==> src/rtl/iram_arb_pkg.sv <==
// -----------------------------------------------------------------------------
// iram_arb_pkg
// Shared definitions for the instruction-RAM arbiter:
//   - owner_e        : which requester owns the read response in flight
//   - STARVE_MAX_DEF : default number of consecutive fetch losses tolerated
//                      before the fetch port is forced to win arbitration
// -----------------------------------------------------------------------------
package iram_arb_pkg;

  typedef enum logic [1:0] {
    ST_IDLE    = 2'd0,
    ST_IF_PEND = 2'd1,
    ST_DM_PEND = 2'd2
  } owner_e;

  localparam int STARVE_MAX_DEF = 4;

endpackage : iram_arb_pkg

==> src/rtl/iram_arb.sv <==
// -----------------------------------------------------------------------------
// iram_arb
// Arbitrates a single-read / single-write instruction RAM between an
// instruction-fetch port and a data-memory port.
//   - dm writes always win the write port, granted in the same cycle, and are
//     acknowledged one cycle later with dm_rvalid_o and zero data.
//   - the read port goes to dm reads by default; after STARVE_MAX consecutive
//     fetch losses the fetch port wins. One read grant per cycle, no bubbles.
//   - the RAM returns data one cycle after rd_en; a small owner register
//     routes that data to the right requester.
//
// Configuration macro:
//   IRAM_ARB_FWD_EN : when defined, a fetch read of the word being written
//                     in the same cycle returns the newly written bytes
//                     (per byte enable) merged with RAM data. When undefined,
//                     the RAM's read-during-write (old) data is returned.
//
// Ports:
//   clk_i, rst_n_i                 clock, async active-low reset
//   if_req_i/if_addr_i             fetch read request, byte address
//   if_gnt_o                       fetch accepted this cycle
//   if_rvalid_o/if_rdata_o         fetch response (one cycle after grant)
//   dm_req_i/dm_we_i/dm_addr_i     data-port request, write flag, byte address
//   dm_wdata_i/dm_be_i             write data and byte enables
//   dm_gnt_o                       data request accepted this cycle
//   dm_rvalid_o/dm_rdata_o         read data / write ack (one cycle after grant)
//   ram_wr_en_o/ram_wr_addr_o      RAM write port (word address)
//   ram_wr_data_o/ram_wr_byte_en_o RAM write data and byte enables
//   ram_rd_en_o/ram_rd_addr_o      RAM read port (word address)
//   ram_rd_data_i                  RAM q, valid one cycle after rd_en
// -----------------------------------------------------------------------------
module iram_arb
  import iram_arb_pkg::*;
#(
  parameter int XLEN       = 32,
  parameter int ADDR_W     = 13,
  parameter int STARVE_MAX = STARVE_MAX_DEF
) (
  input  logic              clk_i,
  input  logic              rst_n_i,
  input  logic              if_req_i,
  input  logic [XLEN-1:0]   if_addr_i,
  output logic              if_gnt_o,
  output logic              if_rvalid_o,
  output logic [XLEN-1:0]   if_rdata_o,
  input  logic              dm_req_i,
  input  logic              dm_we_i,
  input  logic [XLEN-1:0]   dm_addr_i,
  input  logic [XLEN-1:0]   dm_wdata_i,
  input  logic [3:0]        dm_be_i,
  output logic              dm_gnt_o,
  output logic              dm_rvalid_o,
  output logic [XLEN-1:0]   dm_rdata_o,
  output logic              ram_wr_en_o,
  output logic              ram_rd_en_o,
  output logic [ADDR_W-1:0] ram_wr_addr_o,
  output logic [ADDR_W-1:0] ram_rd_addr_o,
  output logic [XLEN-1:0]   ram_wr_data_o,
  output logic [3:0]        ram_wr_byte_en_o,
  input  logic [XLEN-1:0]   ram_rd_data_i
);

  localparam int CNT_W  = $clog2(STARVE_MAX + 1);
  localparam int LANE_W = XLEN / 4;

  owner_e           r_state;
  logic [CNT_W-1:0] r_starve;
  logic             r_wr_ack;

  logic              w_dm_wr;
  logic              w_dm_rd;
  logic              w_if_rd;
  logic              w_starved;
  logic              w_if_gnt;
  logic              w_dm_rd_gnt;
  logic [ADDR_W-1:0] w_if_word;
  logic [ADDR_W-1:0] w_dm_word;
  logic [XLEN-1:0]   w_rd_data;

  // Word addresses: byte offset bits [1:0] and anything above the RAM are
  // dropped. The reduction keeps the dropped bits visibly consumed.
  assign w_if_word = if_addr_i[ADDR_W+1:2];
  assign w_dm_word = dm_addr_i[ADDR_W+1:2];

  logic w_unused;
  assign w_unused = ^{if_addr_i[XLEN-1:ADDR_W+2], if_addr_i[1:0],
                      dm_addr_i[XLEN-1:ADDR_W+2], dm_addr_i[1:0]};

  // Requests are masked while reset is held so no grant or RAM enable can
  // escape during reset.
  assign w_dm_wr = rst_n_i & dm_req_i &  dm_we_i;
  assign w_dm_rd = rst_n_i & dm_req_i & ~dm_we_i;
  assign w_if_rd = rst_n_i & if_req_i;

  // Read-port arbitration: dm reads win unless fetch has lost STARVE_MAX
  // cycles in a row. A dm write never competes for the read port.
  assign w_starved   = (r_starve == CNT_W'(STARVE_MAX));
  assign w_if_gnt    = w_if_rd & (~w_dm_rd | w_starved);
  assign w_dm_rd_gnt = w_dm_rd & ~w_if_gnt;

  assign if_gnt_o = w_if_gnt;
  assign dm_gnt_o = w_dm_wr | w_dm_rd_gnt;

  assign ram_wr_en_o      = w_dm_wr;
  assign ram_wr_addr_o    = w_dm_word;
  assign ram_wr_data_o    = dm_wdata_i;
  assign ram_wr_byte_en_o = dm_be_i;

  assign ram_rd_en_o   = w_if_gnt | w_dm_rd_gnt;
  assign ram_rd_addr_o = w_if_gnt ? w_if_word : w_dm_word;

  // NOTE: state registers use non-blocking assignments so every flop samples
  // the pre-edge value of its neighbours, independent of statement order.
  always_ff @(posedge clk_i or negedge rst_n_i) begin
    if (!rst_n_i) begin
      r_state  <= ST_IDLE;
      r_starve <= '0;
      r_wr_ack <= 1'b0;
    end else begin
      // Owner of the response arriving next cycle; no grant means no response.
      if (w_if_gnt)         r_state <= ST_IF_PEND;
      else if (w_dm_rd_gnt) r_state <= ST_DM_PEND;
      else                  r_state <= ST_IDLE;

      // Consecutive-loss counter, saturating at STARVE_MAX.
      if (w_if_rd && !w_if_gnt) begin
        if (!w_starved) r_starve <= r_starve + CNT_W'(1);
      end else begin
        r_starve <= '0;
      end

      r_wr_ack <= w_dm_wr;
    end
  end

`ifdef IRAM_ARB_FWD_EN
  // Bytes written in the same cycle a fetch read hits that word; merged over
  // the RAM's old data when the response comes back.
  logic [XLEN-1:0] r_fwd_data;
  logic [3:0]      r_fwd_mask;

  always_ff @(posedge clk_i or negedge rst_n_i) begin
    if (!rst_n_i) begin
      r_fwd_data <= '0;
      r_fwd_mask <= '0;
    end else begin
      r_fwd_data <= dm_wdata_i;
      // Only fetch can collide: a dm read and dm write never share a cycle.
      if (w_if_gnt && w_dm_wr && (w_if_word == w_dm_word)) r_fwd_mask <= dm_be_i;
      else                                                 r_fwd_mask <= '0;
    end
  end

  // NOTE: every bit is assigned before any conditional override, so this
  // block cannot infer a latch.
  always_comb begin
    w_rd_data = ram_rd_data_i;
    for (int i = 0; i < 4; i++) begin
      if (r_fwd_mask[i]) w_rd_data[i*LANE_W +: LANE_W] = r_fwd_data[i*LANE_W +: LANE_W];
    end
  end
`else
  assign w_rd_data = ram_rd_data_i;
`endif

  assign if_rvalid_o = (r_state == ST_IF_PEND);
  assign if_rdata_o  = (r_state == ST_IF_PEND) ? w_rd_data : '0;

  // A write ack and a dm read response can never be pending together.
  assign dm_rvalid_o = (r_state == ST_DM_PEND) | r_wr_ack;
  assign dm_rdata_o  = (r_state == ST_DM_PEND) ? w_rd_data : '0;

endmodule : iram_arb

==> config.mk <==
export PLATFORM = sky130hd
export DESIGN_NAME = iram_arb
export DESIGN_NICKNAME = d
export VERILOG_FILES = /design/src/rtl/iram_arb_pkg.sv /design/src/rtl/iram_arb.sv
export SDC_FILE = /design/constraint.sdc
export NUM_CORES = 1
export LEC_CHECK = 0
export ABC_AREA = 1
export ABC_CLOCK_PERIOD_IN_PS = 1400
export BUFFER_PORTS_ARGS = -buffer_cell sky130_fd_sc_hd__buf_2
export CELL_PAD_IN_SITES_DETAIL_PLACEMENT = 1
export CELL_PAD_IN_SITES_GLOBAL_PLACEMENT = 2
export CORE_UTILIZATION = 10
export CTS_CLUSTER_DIAMETER = 30
export DETAILED_ROUTE_END_ITERATION = 12
export PLACE_DENSITY = 0.95
export RECOVER_POWER = 50
export SLEW_MARGIN = 20
export SYNTH_ARGS = -nofsm -noshare
export SYNTH_HDL_FRONTEND = slang
export SYNTH_SLANG_ARGS = --single-unit
==> constraint.sdc <==
create_clock -name clk_i -period 1.4 [get_ports clk_i]
set_clock_uncertainty 0.1 [all_clocks]
set_input_delay 0.14 -clock clk_i [delete_from_list [all_inputs] [get_ports clk_i]]
set_output_delay 0.14 -clock clk_i [all_outputs]
set_load 0.05 [all_outputs]
Word level (Yosys, flattened, before mapping)
Index checks and enable logic that the tools add are counted.
{"block": "classes", "n_mux": 7, "reduce_logical": 2, "n_shift": 0, "div_mod_pow": 0, "multipliers": 0, "addsub": 1, "n_eq_ne": 4, "bitwise_logic": 13, "order_cmp": 0}
{"op": "32-bit two-way mux", "n": 2}
{"op": "13-bit two-way mux", "n": 1}
{"op": "1-bit AND", "n": 6}
{"op": "3-bit two-way mux", "n": 2}
{"op": "2-bit two-way mux", "n": 2}
{"op": "1-bit OR", "n": 4}
{"op": "3-bit by 1-bit adder with 3-bit output (second input constant)", "n": 1}
{"op": "3-bit equality test (second input constant)", "n": 1}
{"op": "1-bit NOT", "n": 3}
{"op": "2-bit by 1-bit equality test with 1-bit output (second input constant)", "n": 1}
{"op": "2-bit equality test (second input constant)", "n": 1}
{"op": "2-bit inequality test (second input constant)", "n": 1}
{"op": "1-bit logical AND", "n": 1}
{"op": "1-bit logical NOT", "n": 1}
{"block": "word_totals", "mem_count": 0, "latch_bits": 0, "ff_bits": 6, "mem_bits_ro": 0, "ram_bits": 0}

Depth between registers and ports, before layout
Gate-level depths: netlist of run 1.
{"block": "logic_depth", "word_depth": 9, "ltp_mapped": 8, "depth_no_buf": 7}

Worst setup path after synthesis of run 1
OpenSTA, ideal clock, no wires.
{"block": "synth_path", "path_type": "register to output", "start": "register r_state[1]", "end": "output port if_rdata_o[10]", "required_ns": 1.160, "arrival_time_ns": 2.122, "path_buffers": 1, "stages_incl_launch_ff": 5, "setup_slack_ns": -0.962, "cell_sequence": "dfrtp_1 > nor2_1 > inv_1 > buf_2 > nor2_1"}
{"block": "synth_between", "elab_chain_len": 2}
{"item": "start, declared", "line_no": "iram_arb.sv:66", "source": "owner_e r_state;"}
{"item": "start signal, assigned", "line_no": "iram_arb.sv:116", "source": "r_state <= ST_IDLE;"}
{"item": "start signal, assigned", "line_no": "iram_arb.sv:121", "source": "if (w_if_gnt) r_state <= ST_IF_PEND;"}
{"item": "start signal, assigned", "line_no": "iram_arb.sv:122", "source": "else if (w_dm_rd_gnt) r_state <= ST_DM_PEND;"}
{"item": "2-bit by 1-bit equality test with 1-bit output"}
{"item": "net if_rvalid_o", "line_no": "iram_arb.sv:44", "source": "output logic if_rvalid_o,"}
{"item": "32-bit two-way mux", "line_no": "iram_arb.sv:167", "source": "assign if_rdata_o = (r_state == ST_IF_PEND) ? w_rd_data : '0;"}
{"item": "end, declared", "line_no": "iram_arb.sv:45", "source": "output logic [XLEN-1:0] if_rdata_o,"}
The timed path passes the listed nets, and every way through them passes these cells.

Worst setup path after layout of run 1
{"block": "layout_path", "start": "register r_starve[0]", "end": "output port ram_rd_addr_o[5]"}
{"block": "layout_between", "elab_chain_len": 4}
{"item": "start, declared", "line_no": "iram_arb.sv:67", "source": "logic [CNT_W-1:0] r_starve;"}
{"item": "start signal, assigned", "line_no": "iram_arb.sv:127", "source": "if (!w_starved) r_starve <= r_starve + CNT_W'(1);"}
{"item": "3-bit equality test", "line_no": "iram_arb.sv:97", "source": "assign w_starved = (r_starve == CNT_W'(STARVE_MAX));"}
{"item": "1-bit OR", "line_no": "iram_arb.sv:98", "source": "assign w_if_gnt = w_if_rd & (~w_dm_rd | w_starved);"}
{"item": "1-bit AND", "line_no": "iram_arb.sv:98"}
{"item": "13-bit two-way mux", "line_no": "iram_arb.sv:110", "source": "assign ram_rd_addr_o = w_if_gnt ? w_if_word : w_dm_word;"}
{"item": "end, declared", "line_no": "iram_arb.sv:57", "source": "output logic [ADDR_W-1:0] ram_rd_addr_o,"}
No other way between the ends.

==> results of run 1 <==
## state kept, by name (all words and copies together), names as in the netlist
register	flops
r_starve	3
r_state	2
r_wr_ack	1
## layout by cell type (no fill, tap or decap), types with 3 or more instances in the layout
| master | n |
|---|---|
| buf_2 | 77 |
| nor2_4 | 66 |
| buf_6 | 50 |
| inv_1 | 38 |
| buf_8 | 38 |
| nand2_4 | 15 |
| buf_12 | 11 |
| nand2_2 | 10 |
| nand3_2 | 9 |
| buf_4 | 7 |
| nand2_8 | 5 |
| nand2_1 | 5 |
| nor2_1 | 5 |
| dfrtp_1 | 5 |
| nand3_4 | 4 |
| clkbuf_16 | 3 |
| buf_16 | 3 |
## power by group
| part | total [mW] | leakage, nW | switching (mW) | internal [mW] |
|---|---|---|---|---|
| Combinational | 1.37 | 1.66 | 0.852 | 0.513 |
| Sequential | 0.182 | 0.0803 | 0.00270 | 0.179 |
| Clock | 0.454 | 0.0370 | 0.0882 | 0.366 |
| Total | 2.00 | 1.77 | 0.943 | 1.06 |
## layout make-up
cell class | instances | area [um2]
Clock buffer | 3 | 75.07
Fill cell | 1381 | 8335
Multi-Input combinational cell | 124 | 1335
Timing Repair Buffer | 187 | 1884
Inverter | 43 | 170.2
Sequential cell | 6 | 151.4
Tap cell | 168 | 210.2
## cell families (layout without fill, tap and decap cells)
| kind of cell | after synthesis | after routing |
|---|---|---|
| XOR/XNOR | 1 | 1 |
| flip-flops | 6 | 6 |
| AO/OA/AOI/OAI | 1 | 1 |
| buffers and inverters | 101 | 233 |
| AND/OR/NAND/NOR | 119 | 120 |
| adder cells (fa/ha/maj) | 2 | 2 |
## worst paths after layout
path | from | end | slack [ns] | cells after the start
max in group asynchronous | rst_n_i | r_state[1]$_DFF_PN0_ | 0.77 | 3
min reg2reg | r_starve[0]$_DFFE_PN0P_ | r_starve[0]$_DFFE_PN0P_ | 0.44 | 2
max reg2reg | r_starve[0]$_DFFE_PN0P_ | r_state[1]$_DFF_PN0_ | -0.01 | 8
max | r_starve[0]$_DFFE_PN0P_ | ram_rd_addr_o[5] | -0.33 | 8
min in group asynchronous | rst_n_i | r_starve[0]$_DFFE_PN0P_ | 0.29 | 3
min | dm_be_i[2] | ram_wr_byte_en_o[2] | 0.18 | 0
## metal layers
metal	track usage [%]	routed length [um]	part of all wire, %
met3	3.017	646	8.7
met4	2.338	56	0.75
met5	0	0	0
met2	23.15	4308	58
met1	10.07	2445	33
## cells in the mapped netlist (all sizes together)
| master | number |
|---|---|
| buf | 58 |
| inv | 43 |
| nand2 | 34 |
| ha | 2 |
| a31oi | 1 |
| nand3 | 14 |
| dfrtp | 6 |
| xnor2 | 1 |
| nor2 | 71 |
## stage by stage
step	util (%)	instance area, um2	hold slack [ns]
after floorplan	-	1745	-0.2556
after global placement	20.20	2456	-0.02053
after detailed placement	20.20	2456	-0.01735
after CTS	30.51	3711	0.1803
after global routing	31.46	3826	0.1803
final	31.46	3826	0.1801
## what timing repair did
| action | in CTS | in global routing |
|---|---|---|
| setup endpoints to repair | 82 | 83 |
| cloned | 5 | 1 |
| buffers inserted | 9 | 3 |
| endpoints found under the hold margin | 6 | 0 |
| hold buffers | 1 | 0 |
| pin swaps | 5 | 13 |
| gates resized for setup | 271 | 40 |
==> flow_summary.yaml, run 1 <==
placement:
  dp.cells: 514
  hpwlAfterDp_um: 4721
  gp_routability_congestion: 0.7242
  port_buffers: 158
  dp_slack_ns: -0.2331
outcome:
  outcome: "complete, but fails checks"
  violations: "setup timing"
yosys:
  ys_ff_latch: 6
  synth-xor-area-share_pct: 0.6951
  synth_top_cell_by_area: "buf_4"
  synth_warnings: 0
  syn_area_per_cell_um2: 5.478
  synth_area_leaders: "buf_4 (29%), nor2_1 (21%), inv_1 (13%)"
  ys_seq_area_share_pct: 11.92
  synth.top_cell.area_share_pct: 29.20
  synth_nets: 369
  synthAdderAreaFrac_pct: 1.986
  postSynthCellCount: 230
  syn_area_um2: 1260
  yosys.cell_types.count: 15
  synth_simple_gate_area_share_pct: 38.83
  synth_top_family_by_area: "buffers and inverters"
  synth_compound_area_share_pct: 0.4965
  muxShareOfSynthArea_pct: 0
clock_network:
  cts_sinks: 6
  path_clk_slew_ns: 0.03
  clockBufferDepth: 2
  cts_buffers: 3
  htree_levels: 1
  cts_tree: "built"
  clkLatencyLatePin_ns: 0.23
  cts-root-buf: "clkbuf_16"
setup_path:
  cp.arrival_ns: 1.49
  path_common_cell: "nand2_4"
  critPathBufInv: 3
  cp_slowest_cell: "dfrtp_1"
  crit_fanout: 8
  cp_cell_sequence: "inv_1 -> ha_2 -> nand2_4 -> nand2_8 -> buf_12 -> nand3_2 -> nand2_4 -> buf_8"
  path_delay_family: "flip-flops"
  path_class: "reg -> out"
  slowest_delay_ns: 0.37
  critPathRequiredTime_ns: 1.16
  cp-end-kind: "primary output"
  start_kind: "register"
sta:
  fmax_ghz: 0.5773
  final.min_clock_period_ns: 1.732
  relSlewSlack_pct: 83.03
  rsz0062_at_grt: "yes"
  tightest_slew_ns: 0.2542
  hold_viol: 0
  fin_tns_setup_ns: -15.75
  fin_ws_ns: -0.3321
  min_period_over_period_pct: 123.7
  slew_viol_final: 0
  setup_viol: 81
global_routing:
  overflow: 0
  grt_usage_pct: 10.92
  grt_pass1_vias: 2166
  grt_max_degree: 15
  grt_pass1_wl_um: 11100
  antenna_found_initial: 0
floorplan:
  core-area_um2: 12160
  num_io_pins: 269
  die_w_um: 114.2
  dieArea_um2: 13050
  rows: 40
  die_height_um: 114.2
  start_util_pct: 10.36
routing:
  viasPerCell: 3.657
  drc: 0
  wl_um: 7457
  wl_per_cell_um: 14.04
  ant_nets: 0
  via_count: 1942
  detail_route.iter0.violations: 25
  firstDrtPassIters: 4
hold_path:
  hold_path.class: "in -> out"
finish:
  drive_gt1_share_pct: 84.30
  n_antenna_cell: 0
  stdcell_count: 531
  layout.nets: 504
  area_delta_synth_final_pct: 203.7
power:
  p_per_area_nw_per_um2: 522.9
  p_total_mw: 2.001
  ir_worst_vdd_v: 0.0003749
  power_leakage_nw: 1.772
job:
  max_cap_viol_count: 0
(Power assumes the default switching activity.)
==> run 2, diff against run 1 <==
--- a/config.mk
+++ b/config.mk
@@ -15,6 +15,7 @@
 export DETAILED_ROUTE_END_ITERATION = 12
 export PLACE_DENSITY = 0.95
 export RECOVER_POWER = 50
+export SKIP_LAST_GASP = 1
 export SLEW_MARGIN = 20
 export SYNTH_ARGS = -nofsm -noshare
 export SYNTH_HDL_FRONTEND = slang
==> flow_summary.yaml, run 2 (synthesis results as in run 1) <==
setup_path:
  critPathRequiredTime_ns: 1.16
  path_class: "reg -> out"
  crit_fanout: 8
  reg2reg_slack_ns: -0.01
  cp.arrival_ns: 1.49
  r2r_end: "r_state[1]$_DFF_PN0_"
  start_kind: "register"
  reg2reg_depth: 8
  cp-end-kind: "primary output"
  timing.rr.start: "r_starve[0]$_DFFE_PN0P_"
  startpoint: "r_starve[0]$_DFFE_PN0P_"
finish:
  design_area_um2: 3830
  largest_register_ffs: 3
  final_util_pct: 31.49
  area_delta_synth_final_pct: 204.0
  stdcell_count: 530
  reg_top3: "r_starve x3, r_state x2, r_wr_ack x1"
  drive_gt1_share_pct: 84.25
  largest-register: "r_starve"
  layout_common_cells: "buf_2 (77), nor2_4 (66), buf_6 (45), buf_8 (42), inv_1 (38)"
  n_antenna_cell: 0
  layout.nets: 503
  final_common_cell: "buf_2"
hold_path:
  holdCritStartpoint: "dm_be_i[2]"
  hold_path_end: "ram_wr_byte_en_o[2]"
  worst_hold_path.num_cells: 0
  hold_path.class: "in -> out"
routing:
  via_count: 1942
  met2_wirelength_um: 4393
  wl_met1_um: 2500
  detail_route.iter0.violations: 41
  drc: 0
  wl_met3_um: 644
  firstDrtPassIters: 4
  ant_nets: 0
  viasPerCell: 3.664
  wl_per_cell_um: 14.29
  wl_um: 7574
  top_layer: "met4"
sta:
  holdWs_ns: 0.1801
  min_period_over_period_pct: 123.7
  slew_viol_final: 0
  fin_ws_ns: -0.3321
  setup_viol: 81
  hold_viol: 0
  fin_tns_setup_ns: -16.38
  relSlewSlack_pct: 82.90
  final.min_clock_period_ns: 1.732
  rsz0062_at_grt: "yes"
  tightest_slew_ns: 0.2561
  fmax_ghz: 0.5773
power:
  p_total_mw: 2.003
  power_leakage_nw: 1.771
  ir_worst_vdd_v: 0.0003750
  p_per_area_nw_per_um2: 523.0
placement:
  placed_cell_area_um2: 2456
  port_buffers: 158
  dp.cells: 514
  dp_slack_ns: -0.2331
  hpwlAfterDp_um: 4721
  gp_routability_congestion: 0.7242
clock_network:
  path_clk_slew_ns: 0.03
  clockBufferDepth: 2
  cts_tree: "built"
  htree_levels: 1
  cts-root-buf: "clkbuf_16"
  cts_buffers: 3
  cts_sinks: 6
  clkLatencyLatePin_ns: 0.23
job:
  max_cap_viol_count: 0
floorplan:
  core-area_um2: 12160
  die_w_um: 114.2
  die_height_um: 114.2
  dieArea_um2: 13050
  start_util_pct: 10.36
  rows: 40
  num_io_pins: 269
global_routing:
  overflow: 0
  grt_pass1_vias: 2223
  antenna_found_initial: 0
  grt_pass1_wl_um: 11450
  grt_usage_pct: 11.18
  grt_max_degree: 15
outcome:
  outcome: "complete, but fails checks"
  violations: "setup timing"
## run 2: changes by cell type in the layout (fill, tap and decap cells not counted), sizes merged
cell  delta
buf      -1
## run 2: timing repair
| item | in CTS | in global routing |
|---|---|---|
| hold buffers | 1 | 0 |
| buffers inserted | 9 | 3 |
| pin swaps | 5 | 13 |
| gates cloned | 5 | 1 |
| setup endpoints to repair | 82 | 83 |
| endpoints found under the hold margin | 6 | 0 |
| gates resized for setup | 259 | 56 |
## run 2: how the worst max path moves through the flow
| stage | to | slack (ns) | cells after the start |
|---|---|---|---|
| global placement | ram_rd_addr_o[9] | -0.18 | 8 |
| CTS | ram_rd_addr_o[12] | -0.33 | 8 |
| floorplan | dm_rdata_o[13] | -0.22 | 4 |
| detailed placement | ram_rd_addr_o[12] | -0.23 | 8 |
| global route | ram_rd_addr_o[5] | -0.41 | 8 |
| finish | ram_rd_addr_o[5] | -0.33 | 8 |
## run 2: layer usage
layer	GRT usage, %	vias up
met5	0	-
met4	1.818	0
met3	2.912	2
met2	24.08	155
met1	10.33	908
li1	-	877
## run 2: power by group
part,switching [mW],internal [mW],total (mW),leakage (nW)
Clock,0.0882,0.366,0.454,0.0370
Sequential,0.00270,0.179,0.182,0.0803
Combinational,0.855,0.512,1.37,1.65
Total,0.946,1.06,2.00,1.77
## run 2: cell type report
type	count	area [um2]
multi-input cells	124	1335
repair buffers	186	1888
inverters	43	170.2
flip-flops and latches	6	151.4
clock buffers	3	75.07
fillers	1378	8332
well taps	168	210.2
## run 2: worst max-delay path, stage by stage (launching register included)
cell and delay (ns):
dfrtp_1 0.37, inv_1 0.07, ha_2 0.18, nand2_4 0.07
nand2_8 0.12, buf_12 0.15, nand3_2 0.09, nand2_4 0.07
buf_8 0.14
